===== src/rtl/mask_frame_analyzer.sv =====
// mask_frame_analyzer
// Scans a binary threshold mask held in BRAM (one row per address, bit x =
// column x) after each frame-done rising edge. It produces the set-pixel
// count and the bounding box of set pixels for the frame.
// Optional build macro: MASK_CENTROID_EN adds sum_x / sum_y outputs, which
// are the per-frame sums of the column and row indices of set pixels.
module mask_frame_analyzer #(
  parameter int ROW_W   = 640,
  parameter int MAX_ROW = 480,
  parameter int CHUNK_W = 32,
  parameter int RD_LAT  = 1
) (
  input  logic             clk,
  input  logic             rst_n,
  input  logic             frame_done_in,
  output logic [8:0]       mask_addr,
  output logic             mask_en,
  input  logic [ROW_W-1:0] mask_dout,
  output logic             busy,
  output logic             result_valid,
  output logic [18:0]      pix_count,
  output logic [9:0]       min_x,
  output logic [9:0]       max_x,
  output logic [8:0]       min_y,
  output logic [8:0]       max_y,
  output logic             mask_empty,
  output logic             frame_drop
`ifdef MASK_CENTROID_EN
  ,
  output logic [27:0]      sum_x,
  output logic [27:0]      sum_y
`endif
);

  localparam int NCHUNK = ROW_W / CHUNK_W;
  localparam int CW     = (NCHUNK > 1) ? $clog2(NCHUNK) : 1;
  localparam int IW     = (CHUNK_W > 1) ? $clog2(CHUNK_W) : 1;
  localparam int PW     = $clog2(CHUNK_W + 1);
  localparam int LW     = (RD_LAT > 0) ? $clog2(RD_LAT + 1) : 1;

  typedef enum logic [2:0] {
    S_IDLE,
    S_READ,
    S_WAIT,
    S_SCAN,
    S_DONE
  } state_t;

  state_t state_q, state_d;

  // Scan bookkeeping
  logic [8:0]       row_q, row_d;
  logic [CW-1:0]    chunk_q, chunk_d;
  logic [LW-1:0]    lat_q, lat_d;
  logic [ROW_W-1:0] row_buf_q, row_buf_d;

  // Running accumulators for the frame in progress
  logic [18:0] acc_cnt_q, acc_cnt_d;
  logic [9:0]  acc_minx_q, acc_minx_d;
  logic [9:0]  acc_maxx_q, acc_maxx_d;
  logic [8:0]  acc_miny_q, acc_miny_d;
  logic [8:0]  acc_maxy_q, acc_maxy_d;

  // Published results, which change only when a scan completes
  logic [18:0] res_cnt_q, res_cnt_d;
  logic [9:0]  res_minx_q, res_minx_d;
  logic [9:0]  res_maxx_q, res_maxx_d;
  logic [8:0]  res_miny_q, res_miny_d;
  logic [8:0]  res_maxy_q, res_maxy_d;
  logic        res_empty_q, res_empty_d;

  // Handshake / status flags
  logic fdi_q;
  logic pend_q, pend_d;
  logic busy_q, busy_d;
  logic valid_q, valid_d;
  logic drop_q, drop_d;
  logic start;

`ifdef MASK_CENTROID_EN
  logic [27:0] acc_sx_q, acc_sx_d;
  logic [27:0] acc_sy_q, acc_sy_d;
  logic [27:0] res_sx_q, res_sx_d;
  logic [27:0] res_sy_q, res_sy_d;
  logic [15:0] ch_isum;
  logic [27:0] ch_sx, ch_sy;
`endif

  // Per-chunk analysis
  logic [CHUNK_W-1:0] chunk_bits;
  logic [9:0]         chunk_base;
  logic [PW-1:0]      ch_pop;
  logic               ch_any;
  logic [IW-1:0]      ch_lo, ch_hi;
  logic [9:0]         col_lo, col_hi;

  assign start      = frame_done_in & ~fdi_q;
  assign chunk_base = 10'(int'(chunk_q) * CHUNK_W);
  assign chunk_bits = row_buf_q[chunk_base +: CHUNK_W];
  assign col_lo     = chunk_base + 10'(ch_lo);
  assign col_hi     = chunk_base + 10'(ch_hi);

  // Popcount plus the lowest and highest set bit of the current chunk
  always_comb begin
    ch_pop = '0;
    ch_any = 1'b0;
    ch_lo  = '0;
    ch_hi  = '0;
`ifdef MASK_CENTROID_EN
    ch_isum = '0;
`endif
    for (int i = 0; i < CHUNK_W; i++) begin
      if (chunk_bits[i]) begin
        ch_pop = ch_pop + PW'(1);
        ch_hi  = IW'(i);
        if (!ch_any) ch_lo = IW'(i);
        ch_any = 1'b1;
`ifdef MASK_CENTROID_EN
        ch_isum = ch_isum + 16'(i);
`endif
      end
    end
  end

`ifdef MASK_CENTROID_EN
  // Column sum of a chunk = pop * base + sum of in-chunk offsets
  assign ch_sx = 28'(ch_pop) * 28'(chunk_base) + 28'(ch_isum);
  assign ch_sy = 28'(ch_pop) * 28'(row_q);
`endif

  // FSM state register
  always_ff @(posedge clk or negedge rst_n) begin
    if (!rst_n) state_q <= S_IDLE;
    else        state_q <= state_d;
  end

  // Next-state and datapath next values
  always_comb begin
    state_d     = state_q;
    row_d       = row_q;
    chunk_d     = chunk_q;
    lat_d       = lat_q;
    row_buf_d   = row_buf_q;
    acc_cnt_d   = acc_cnt_q;
    acc_minx_d  = acc_minx_q;
    acc_maxx_d  = acc_maxx_q;
    acc_miny_d  = acc_miny_q;
    acc_maxy_d  = acc_maxy_q;
    res_cnt_d   = res_cnt_q;
    res_minx_d  = res_minx_q;
    res_maxx_d  = res_maxx_q;
    res_miny_d  = res_miny_q;
    res_maxy_d  = res_maxy_q;
    res_empty_d = res_empty_q;
    busy_d      = busy_q;
    valid_d     = 1'b0;
    drop_d      = 1'b0;
    pend_d      = 1'b0;
`ifdef MASK_CENTROID_EN
    acc_sx_d    = acc_sx_q;
    acc_sy_d    = acc_sy_q;
    res_sx_d    = res_sx_q;
    res_sy_d    = res_sy_q;
`endif

    case (state_q)
      S_IDLE: begin
        // A start seen during the previous DONE cycle is honoured here
        if (start || pend_q) begin
          acc_cnt_d  = '0;
          acc_minx_d = 10'd1023;
          acc_maxx_d = '0;
          acc_miny_d = 9'd511;
          acc_maxy_d = '0;
`ifdef MASK_CENTROID_EN
          acc_sx_d   = '0;
          acc_sy_d   = '0;
`endif
          row_d      = '0;
          busy_d     = 1'b1;
          state_d    = S_READ;
        end
      end

      S_READ: begin
        lat_d   = '0;
        state_d = S_WAIT;
      end

      S_WAIT: begin
        if (lat_q == LW'(RD_LAT)) begin
          row_buf_d = mask_dout;
          chunk_d   = '0;
          state_d   = S_SCAN;
        end else begin
          lat_d = lat_q + LW'(1);
        end
      end

      S_SCAN: begin
        acc_cnt_d = acc_cnt_q + 19'(ch_pop);
`ifdef MASK_CENTROID_EN
        acc_sx_d  = acc_sx_q + ch_sx;
        acc_sy_d  = acc_sy_q + ch_sy;
`endif
        if (ch_any) begin
          if (col_lo < acc_minx_q) acc_minx_d = col_lo;
          if (col_hi > acc_maxx_q) acc_maxx_d = col_hi;
          if (row_q < acc_miny_q)  acc_miny_d = row_q;
          if (row_q > acc_maxy_q)  acc_maxy_d = row_q;
        end
        if (chunk_q == CW'(NCHUNK - 1)) begin
          if (row_q == 9'(MAX_ROW - 1)) begin
            state_d = S_DONE;
          end else begin
            row_d   = row_q + 9'd1;
            state_d = S_READ;
          end
        end else begin
          chunk_d = chunk_q + CW'(1);
        end
      end

      S_DONE: begin
        res_cnt_d = acc_cnt_q;
`ifdef MASK_CENTROID_EN
        res_sx_d  = acc_sx_q;
        res_sy_d  = acc_sy_q;
`endif
        if (acc_cnt_q == '0) begin
          res_minx_d  = '0;
          res_maxx_d  = '0;
          res_miny_d  = '0;
          res_maxy_d  = '0;
          res_empty_d = 1'b1;
        end else begin
          res_minx_d  = acc_minx_q;
          res_maxx_d  = acc_maxx_q;
          res_miny_d  = acc_miny_q;
          res_maxy_d  = acc_maxy_q;
          res_empty_d = 1'b0;
        end
        valid_d = 1'b1;
        busy_d  = 1'b0;
        pend_d  = start;
        state_d = S_IDLE;
      end

      default: state_d = S_IDLE;
    endcase

    // An edge mid-scan is dropped; the DONE cycle instead latches it as pending
    if (start && (state_q == S_READ || state_q == S_WAIT || state_q == S_SCAN))
      drop_d = 1'b1;
  end

  // Datapath and result registers
  always_ff @(posedge clk or negedge rst_n) begin
    if (!rst_n) begin
      fdi_q       <= 1'b0;
      pend_q      <= 1'b0;
      row_q       <= '0;
      chunk_q     <= '0;
      lat_q       <= '0;
      row_buf_q   <= '0;
      acc_cnt_q   <= '0;
      acc_minx_q  <= '0;
      acc_maxx_q  <= '0;
      acc_miny_q  <= '0;
      acc_maxy_q  <= '0;
      res_cnt_q   <= '0;
      res_minx_q  <= '0;
      res_maxx_q  <= '0;
      res_miny_q  <= '0;
      res_maxy_q  <= '0;
      res_empty_q <= 1'b1;
      busy_q      <= 1'b0;
      valid_q     <= 1'b0;
      drop_q      <= 1'b0;
`ifdef MASK_CENTROID_EN
      acc_sx_q    <= '0;
      acc_sy_q    <= '0;
      res_sx_q    <= '0;
      res_sy_q    <= '0;
`endif
    end else begin
      fdi_q       <= frame_done_in;
      pend_q      <= pend_d;
      row_q       <= row_d;
      chunk_q     <= chunk_d;
      lat_q       <= lat_d;
      row_buf_q   <= row_buf_d;
      acc_cnt_q   <= acc_cnt_d;
      acc_minx_q  <= acc_minx_d;
      acc_maxx_q  <= acc_maxx_d;
      acc_miny_q  <= acc_miny_d;
      acc_maxy_q  <= acc_maxy_d;
      res_cnt_q   <= res_cnt_d;
      res_minx_q  <= res_minx_d;
      res_maxx_q  <= res_maxx_d;
      res_miny_q  <= res_miny_d;
      res_maxy_q  <= res_maxy_d;
      res_empty_q <= res_empty_d;
      busy_q      <= busy_d;
      valid_q     <= valid_d;
      drop_q      <= drop_d;
`ifdef MASK_CENTROID_EN
      acc_sx_q    <= acc_sx_d;
      acc_sy_q    <= acc_sy_d;
      res_sx_q    <= res_sx_d;
      res_sy_q    <= res_sy_d;
`endif
    end
  end

  // row_q only changes on entry to READ, so the address holds between reads
  assign mask_addr    = row_q;
  assign mask_en      = (state_q == S_READ);
  assign busy         = busy_q;
  assign result_valid = valid_q;
  assign pix_count    = res_cnt_q;
  assign min_x        = res_minx_q;
  assign max_x        = res_maxx_q;
  assign min_y        = res_miny_q;
  assign max_y        = res_maxy_q;
  assign mask_empty   = res_empty_q;
  assign frame_drop   = drop_q;
`ifdef MASK_CENTROID_EN
  assign sum_x        = res_sx_q;
  assign sum_y        = res_sy_q;
`endif

endmodule


===== config.mk =====
export PLATFORM = sky130hd
export DESIGN_NAME = mask_frame_analyzer
export DESIGN_NICKNAME = d
export VERILOG_FILES = /design/src/rtl/mask_frame_analyzer.sv
export SDC_FILE = /design/constraint.sdc
export NUM_CORES = 1
export LEC_CHECK = 0
export ABC_CLOCK_PERIOD_IN_PS = 27700
export BUFFER_PORTS_ARGS = -buffer_cell sky130_fd_sc_hd__buf_2
export CAP_MARGIN = 20
export CORE_MARGIN = 2
export CORE_UTILIZATION = 55
export DETAILED_ROUTE_END_ITERATION = 10
export GPL_TIMING_DRIVEN = 0
export PLACE_DENSITY = 0.88
export SLEW_MARGIN = 20
export SYNTH_ARGS = -nofsm -noshare
export SYNTH_HDL_FRONTEND = slang
export SYNTH_SLANG_ARGS = --single-unit

===== constraint.sdc =====
create_clock -name clk -period 27.7 [get_ports clk]
set_input_delay 4.155 -clock clk [delete_from_list [all_inputs] [get_ports clk]]
set_output_delay 4.155 -clock clk [all_outputs]
set_load 0.03 [all_outputs]

# == Word-level counts from Yosys, hierarchy flattened ==
# Index checks and enable logic that the tools add are counted.
# word_totals
regBits,778
word_cells,299
in_bits,643
out_inout_bits,71
# op_classes
addsub,37
n_reduce_logical,20
n_mux,198
n_eq_ne,16
shifts,1
n_lt_le_gt_ge,4
n_bitwise,2
# ops
cell,n
640-bit by 11-bit variable part select with 32-bit output,1
5-bit 2-to-1 mux,92
6-bit by 1-bit adder with 6-bit output (second input constant),31
6-bit 2-to-1 mux,31
9-bit 2-to-1 mux,10
10-bit 2-to-1 mux,8
9-bit one-hot mux with 2 select lines,3
1-bit 2-to-1 mux,42
10-bit one-hot mux with 2 select lines,2
19-bit one-hot mux with 2 select lines,1
10-bit by 5-bit adder with 10-bit output,2
2-bit inequality test (second input constant),10
4-bit AND reduction,5
19-bit by 6-bit adder with 19-bit output,1
19-bit logical NOT,1
19-bit 2-to-1 mux,1
3-bit 2-to-1 mux,4
3-bit one-hot mux with 4 select lines,1
10-bit greater-than comparator,1
10-bit less-than comparator,1
5-bit one-hot mux with 2 select lines,1
9-bit by 1-bit adder with 9-bit output (second input constant),1
9-bit == test (second input constant),1
9-bit greater-than comparator,1
other kinds (16),26

# == Depth between registers and ports, before layout ==
# Gate-level depths: netlist (run 1).
# logic_depth
depth_word,69
depth_mapped,117
mapped_depth_nobuf,104

# == Least setup slack after synthesis (run 1) ==
# Ideal clock, no wire load.
# synth_timing
path_type,register to register
start,register chunk_q[0]
end,register acc_cnt_q[13]
required_ps,27604
setup_time_ps,96
setup_slack_ps,6512
stages_incl_launch_ff,109
period_less_slack_ps,21188
arrival_time_ps,21091
n_path_buf,13
cell_sequence,dfrtp_1 > buf_6 > buf_12 > buf_8 > buf_6 > buf_6 > buf_4 > buf_2 > buf_4 > buf_4 > buf_2 > buf_1 > buf_2 > clkbuf_1 > mux4_2 > nand2_1 > a21oi_1 > a21oi_1 > [... 73 more ...] > ha_1 > mux2_2 > ha_1 > mux2_2 > ha_1 > nand2_1 > nand2_1 > ha_1 > a21o_1 > a21o_1 > a21o_1 > a21oi_1 > inv_1 > a21oi_1 > nor2_1 > nand4_1 > o211ai_1 > o31ai_1
# synth_via
elab_chain_cells,66
# synth_rtl
item,line_no,rtl
start: declaration,53,"logic [CW-1:0] chunk_q, chunk_d;"
start signal: assignment,290,chunk_q <= chunk_d;
640-bit by 11-bit variable part select with 32-bit output (*),99,assign chunk_bits = row_buf_q[chunk_base +: CHUNK_W];
1-bit 2-to-1 mux,113,if (chunk_bits[i]) begin
6-bit by 1-bit adder with 6-bit output,114,ch_pop = ch_pop + PW'(1);
6-bit 2-to-1 mux,113,
6-bit by 1-bit adder with 6-bit output,114,
6-bit 2-to-1 mux,113,
6-bit by 1-bit adder with 6-bit output,114,
6-bit 2-to-1 mux,113,
[... 50 more ...],-,
6-bit by 1-bit adder with 6-bit output,114,
6-bit 2-to-1 mux,113,
6-bit by 1-bit adder with 6-bit output,114,
6-bit 2-to-1 mux,113,
6-bit by 1-bit adder with 6-bit output,114,
6-bit 2-to-1 mux (*),113,
19-bit by 6-bit adder with 19-bit output (*),201,acc_cnt_d = acc_cnt_q + 19'(ch_pop);
19-bit one-hot mux with 2 select lines (*),166,case (state_q)
end signal: assignment,293,acc_cnt_q <= acc_cnt_d;
end: declaration,58,"logic [18:0] acc_cnt_q, acc_cnt_d;"
# Every way passes the cells marked *; elsewhere a longest branch is shown, timed or not.
# A chain may end at the register's enable or synchronous reset.

# == Worst setup path in the final report (run 1) ==
# layout_timing
start,register chunk_q[1]
end,register acc_cnt_q[18]
# The elaborated chain is that of the path after synthesis.

==> results of run 1 <==
-- cell usage after synthesis, types with 5 or more instances --
master / instances / share of area [%]
a21o_1: 16 / 0.29
inv_1: 81 / 0.74
buf_4: 9 / 0.16
mux4_1: 5 / 0.32
clkbuf_1: 203 / 1.8
and3_1: 18 / 0.27
or2_2: 9 / 0.14
a22oi_1: 31 / 0.56
dfrtp_1: 777 / 47
o21a_1: 10 / 0.18
xor2_2: 5 / 0.20
nor2_1: 118 / 1.1
nor3b_1: 8 / 0.15
a21boi_0: 8 / 0.15
or3_1: 14 / 0.21
and2_1: 25 / 0.38
xnor2_1: 99 / 2.1
a32oi_1: 5 / 0.11
mux4_2: 132 / 7.2
buf_2: 15 / 0.18
a22o_1: 46 / 0.98
o31ai_1: 16 / 0.29
o22ai_1: 18 / 0.27
nor4_1: 9 / 0.14
a211oi_1: 11 / 0.20
buf_6: 6 / 0.16
xnor3_1: 10 / 0.55
ha_1: 77 / 2.3
nand4_1: 19 / 0.29
nor3_1: 24 / 0.29
a21oi_1: 82 / 1.0
xor2_1: 34 / 0.72
mux2_2: 40 / 1.1
nand3_1: 60 / 0.73
a31oi_1: 24 / 0.36
mux2i_1: 94 / 2.3
nand2b_1: 23 / 0.35
buf_1: 14 / 0.13
o21ai_0: 113 / 1.4
nand2_1: 2123 / 19
nor2b_1: 25 / 0.38
o211ai_1: 12 / 0.22
xnor2_2: 6 / 0.24
-- flip-flops by register name, indices dropped and copies added (netlist names) --
| register | count |
|---|---|
| acc_cnt_q | 19 |
| acc_maxx_q | 10 |
| acc_maxy_q | 9 |
| acc_minx_q | 10 |
| acc_miny_q | 9 |
| busy | 1 |
| chunk_q | 5 |
| fdi_q | 1 |
| frame_drop | 1 |
| lat_q | 1 |
| mask_addr | 9 |
| mask_empty | 1 |
| max_x | 10 |
| max_y | 9 |
| min_x | 10 |
| min_y | 9 |
| pend_q | 1 |
| pix_count | 19 |
| result_valid | 1 |
| row_buf_q | 640 |
| state_q | 3 |
-- worst min-delay path by stage --
stage	endpoint	startpoint	cells after the start
CTS	row_buf_q[351]	row_buf_q[351]	2
global route	row_buf_q[580]	row_buf_q[580]	2
detailed placement	row_buf_q[351]	row_buf_q[351]	2
floorplan	row_buf_q[171]	row_buf_q[171]	2
global placement	row_buf_q[461]	row_buf_q[461]	2
finish	row_buf_q[351]	row_buf_q[351]	2
-- area by class of cell --
type,instances,area share [%]
Buffer,245,2.182
Multi-Input combinational cell,3463,41.50
Inverter,88,0.6737
Tap cell,969,2.473
Sequential cell,778,39.71
Clock buffer,117,4.757
Timing Repair Buffer,723,7.781
Antenna cell,24,0.1225
Clock inverter,27,0.7988
-- through the flow --
step / setup slack [ps] / setup TNS (ps)
after floorplan: 6512 / 0
after global placement: -102.5 / -485.5
after detailed placement: -164.1 / -812.5
after CTS: 670.6 / 0
after global routing: 270.7 / 0
final: 1829 / 0
-- worst register-to-register path: cells and delay by family, from the launching register on --
| kind | cells | cell delay, ps |
|---|---|---|
| mux | 11 | 3610 |
| fa+ha+maj | 20 | 6080 |
| buf+inv | 14 | 4950 |
| simple gates | 23 | 3240 |
| flops | 1 | 540 |
| xor+xnor | 11 | 2200 |
| compound gates | 28 | 5030 |
-- kinds of logic (layout without fill, tap and decap cells) --
family | Yosys count | in the layout
AO/OA/AOI/OAI | 454 | 454
XOR/XNOR | 163 | 163
adder cells (fa/ha/maj) | 78 | 78
buffers and inverters | 338 | 1200
flip-flops | 778 | 778
multiplexers | 271 | 271
other | 0 | 24
AND/OR/NAND/NOR | 2497 | 2497
-- cell usage in the layout (no fill, tap or decap), types with 25 or more instances in the layout --
| master | n |
|---|---|
| a21oi_1 | 81 |
| a22o_1 | 46 |
| a22oi_1 | 31 |
| and2_1 | 25 |
| buf_2 | 726 |
| clkbuf_1 | 220 |
| clkbuf_16 | 81 |
| dfrtp_1 | 777 |
| ha_1 | 77 |
| inv_1 | 81 |
| mux2_2 | 40 |
| mux2i_1 | 94 |
| mux4_2 | 132 |
| nand2_1 | 2123 |
| nand3_1 | 60 |
| nor2_1 | 118 |
| nor2b_1 | 25 |
| o21ai_0 | 113 |
| xnor2_1 | 99 |
| xor2_1 | 34 |
-- layer usage --
metal | track usage (%) | wire length, um | vias up
met1 | 53.38 | 57830 | 19261
met2 | 65.69 | 74760 | 3203
met5 | 0 | 40 | -
li1 | - | - | 16784
met4 | 40.06 | 18490 | 8
met3 | 10.55 | 19880 | 793
==> out/results.ini, run 1 <==
[cells_and_area]
fillers=5839
multi_input_area_sq_um=20350
final_util_pct=65.97
area_growth_pct=18.95
final_nets=6100
fin_cells=6434
layout-drive-gt1-share_pct=20.35
fin_area_sq_um=49030
seq_area_sq_um=19470

[sta]
clock_skew_ps=76.57
fin_crit_sh_pct=93.40
tightest_slew_ps=1268
fmax_ghz=0.03865
hold_violations=0
relSlewSlack_pct=14.15
whs_ps=471.6
rsz0062_at_grt=no
setup_viol=0
final_max_slew_viol_count=0
period_minus_slack_ps=25870

[synth]
synth-seq-area-share_pct=47.24
yosysWarnings=0
ys_types=95
synthArstFlopShare_pct=100.0
synth_edf_count=0
synthAdderAreaFrac_pct=2.386
synth_area_sq_um=41220
synth_seq_cells=778
synth_xor_area_share_pct=4.377
synth_nets=5300
synthMuxAreaShare_pct=10.91
synthFlopType=dfrtp_1
syn_avg_cell_area_sq_um=9.001
synth_top_family_by_area=simple AND/OR/NAND/NOR gates
syn_inst=4579
synth_compound_area_share_pct=7.480
yosys.area_share.simple_pct=24.19

[clocking]
cts_buffers=80
clkLatencyLatePin_ps=690
cts_setup_buffers=0
htree_levels=3
clockBufferDepth=3
cts_tree=done
clkSinkCount=778
cts_hold_buf=0
root_buffer=clkbuf_16
clk_pin_slew_ps=60
ctsResizeCount=1

[placement]
dp_cells=6271
dp_hpwl_um=132800
gp_congestion=1.079
dpl_cell_area_sq_um=46250
portBuffers=713

[setup_path]
reg2reg_slack_ps=1830
worstPathRequired_ps=28190
cpMaxStageDelayCell=clkbuf_1
rr_startpoint=chunk_q[1]
worst-path-stages=107
crit_path_frequent_cell=ha_1
reg2reg_to=acc_cnt_q[18]
start_kind=flip-flop
worst_path_largest_cell_delay_ps=890
crit_start=chunk_q[1]
worst-r2r-cell-count=107
critical_path.endpoint_type=flip-flop
critPathArrivalTime_ps=26360
cp-endpoint=acc_cnt_q[18]
worstSetupPathType=flip-flop to flip-flop
crit_buf_inv=14
critPathTopFamily=adder cells
cp_max_fo=19

[worst_hold_path]
hp-class=flip-flop to flip-flop

[global_routing]
grt_pass1_wl_um=248000
grt_overflow=0
track_usage_pct=44.12
grt_start_max_net_pins=102
grt_pass1_vias=39651
antenna_found_initial=26

[floorplanning]
initial_core_util_pct=55.46
fp.dieH_um=277.8
die_w_um=277.8
die-area_sq_um=77150
io_pins=714
coreArea_sq_um=74320
rows=100

[route]
drcViolationCount=0
wl_um=171000
wl_per_cell_um=26.58
ant_nets=0
dr.pass1.iters=6
drt_iter0_markers=5685
viasPerCell=6.225
vias=40049

[run_status]
outcome=completed

[job]
cap_violations=0

Power of run 1 is not shown: default switching activity piles up to over one toggle a cycle in this logic, so the estimate is an artifact.
==> run 2, diff against run 1 <==
--- a/config.mk
+++ b/config.mk
@@ -6,13 +6,13 @@
 export NUM_CORES = 1
 export LEC_CHECK = 0
 export ABC_CLOCK_PERIOD_IN_PS = 27700
-export BUFFER_PORTS_ARGS = -buffer_cell sky130_fd_sc_hd__buf_2
 export CAP_MARGIN = 20
 export CORE_MARGIN = 2
 export CORE_UTILIZATION = 55
 export DETAILED_ROUTE_END_ITERATION = 10
+export DONT_BUFFER_PORTS = 1
 export GPL_TIMING_DRIVEN = 0
-export PLACE_DENSITY = 0.88
+export PLACE_DENSITY = 0.79
 export SLEW_MARGIN = 20
 export SYNTH_ARGS = -nofsm -noshare
 export SYNTH_HDL_FRONTEND = slang
==> run 2 against run 1 <==
  * Fmax down 1.5%
  * Sequential share of layout area up 3.0 points
  * Non-clock buffer count down 715
  * Die area unchanged
  * Global-route usage down 3.0 points
  * Design area down 7.0%
  * Sequential cell count unchanged
  * Final cell count down 11%
  * Utilization down 4.6 points
  * First-iteration DRC count down 17%
  * Count of clock-buffer cells in the layout down 7
  * Largest cell class unchanged
  * Routed wire length down 6.2%
==> out/results.ini, run 2 (synthesized netlist as in run 1, its figures left out) <==
[run_status]
outcome=completed

[setup_path]
cpMaxStageDelayCell=buf_2
worstPathRequired_ps=28260
crit_path_frequent_cell=ha_1
cp_max_fo=10
critPathTopFamily=compound AO/OA/AOI/OAI gates
worst_path_largest_cell_delay_ps=600
critical_path.endpoint_type=flip-flop
rr_startpoint=chunk_q[0]
crit_buf_inv=19
worstSetupPathType=flip-flop to flip-flop
start_kind=flip-flop
critPathArrivalTime_ps=26820
crit_start=chunk_q[0]

[placement]
dp_cells=5549
portBuffers=0
dp_hpwl_um=124300
gp_congestion=1.060

[sta]
setup_viol=0
hold_violations=0
clock_skew_ps=74.83
period_minus_slack_ps=26260
final_max_slew_viol_count=0
relSlewSlack_pct=20.09
rsz0062_at_grt=no
fin_crit_sh_pct=94.80
finalSetupTns_ps=0
tightest_slew_ps=1199
fmax_ghz=0.03808
whs_ps=467.9

[clocking]
clkLatencyLatePin_ps=680
cts_buffers=81
clkSinkCount=778
clockBufferDepth=3
cts_tree=done
clk_pin_slew_ps=60
cts_setup_buffers=0
cts_hold_buf=0
htree_levels=3
root_buffer=clkbuf_16

[floorplanning]
rows=100
fp.dieH_um=277.8
die-area_sq_um=77150
io_pins=714
die_w_um=277.8
coreArea_sq_um=74320
initial_core_util_pct=55.46

[route]
ant_nets=0
wl_um=160400
dr.pass1.iters=6
met3_wirelength_um=18830
wl_per_cell_um=27.87
vias=36320
met1_length_um=55010
drt_iter0_markers=4714
top_layer=met5
viasPerCell=6.309
drcViolationCount=0
met2_length_um=70110

[global_routing]
antenna_found_initial=58
track_usage_pct=41.14
grt_pass1_wl_um=230100
grt_start_max_net_pins=779
grt_pass1_vias=35215
grt_overflow=0

[job]
cap_violations=0

[worst_hold_path]
worstHoldStart=row_buf_q[343]
hp-class=flip-flop to flip-flop

[cells_and_area]
fillers=6324
layout-drive-gt1-share_pct=8.455
final_nets=5386
fin_cells=5757
final_common_cell=nand2_1
final_cell_mix=nand2_1, dfrtp_1, clkbuf_1
area_growth_pct=10.66
largest_register_ffs=640
top_register=row_buf_q
final_util_pct=61.37

## run 2: path summary, 6_finish.rpt
path	end	slack, ps	cells after the start
max in group asynchronous	row_buf_q[428]	22000	3
min in group asynchronous	max_y[5]	3190	0
worst min register to register	row_buf_q[343]	470	2
worst max-delay path	acc_cnt_q[17]	1440	111
worst min-delay path	row_buf_q[343]	470	2
worst max register to register	acc_cnt_q[17]	1440	111
## run 2: tightest hold or removal path: cells and delay by family (launching register included)
family	cells	cell delay, ps
and+or+nand+nor	2	100
DFF	1	330
## run 2: area by class of cell
type	count	area [sq um]	share of cell area, %
Antenna cell	57	142.6	0.3127
Buffer	247	1080	2.367
Clock buffer	110	2306	5.056
Clock inverter	39	599.3	1.314
Inverter	88	330.3	0.7242
Multi-Input combinational cell	3463	20340	44.60
Sequential cell	778	19470	42.69
Tap cell	969	1212	2.658
Timing Repair Buffer	6	128.9	0.2825
## run 2: routing by layer
layer  track usage, %  vias to the layer above
li1                 -                    15400
met1            49.69                    17616
met2            61.51                     2610
met3            11.00                      684
met4            35.12                       10
met5                0                        -
## run 2: per-stage QoR
step                cell area [sq um]  worst slack [ps]
global placement                42430             310.0
CTS                             45350             297.7
detailed placement              42440             51.84
global route                    45590             7.740
floorplan                       41220              6512
finish                          45610              1440
## run 2: timing repair
action	CTS	global route
endpoints found under the setup margin	7	17
resized for setup	1	4
pin swaps	0	0
Power of run 2 is left out for the same reason.
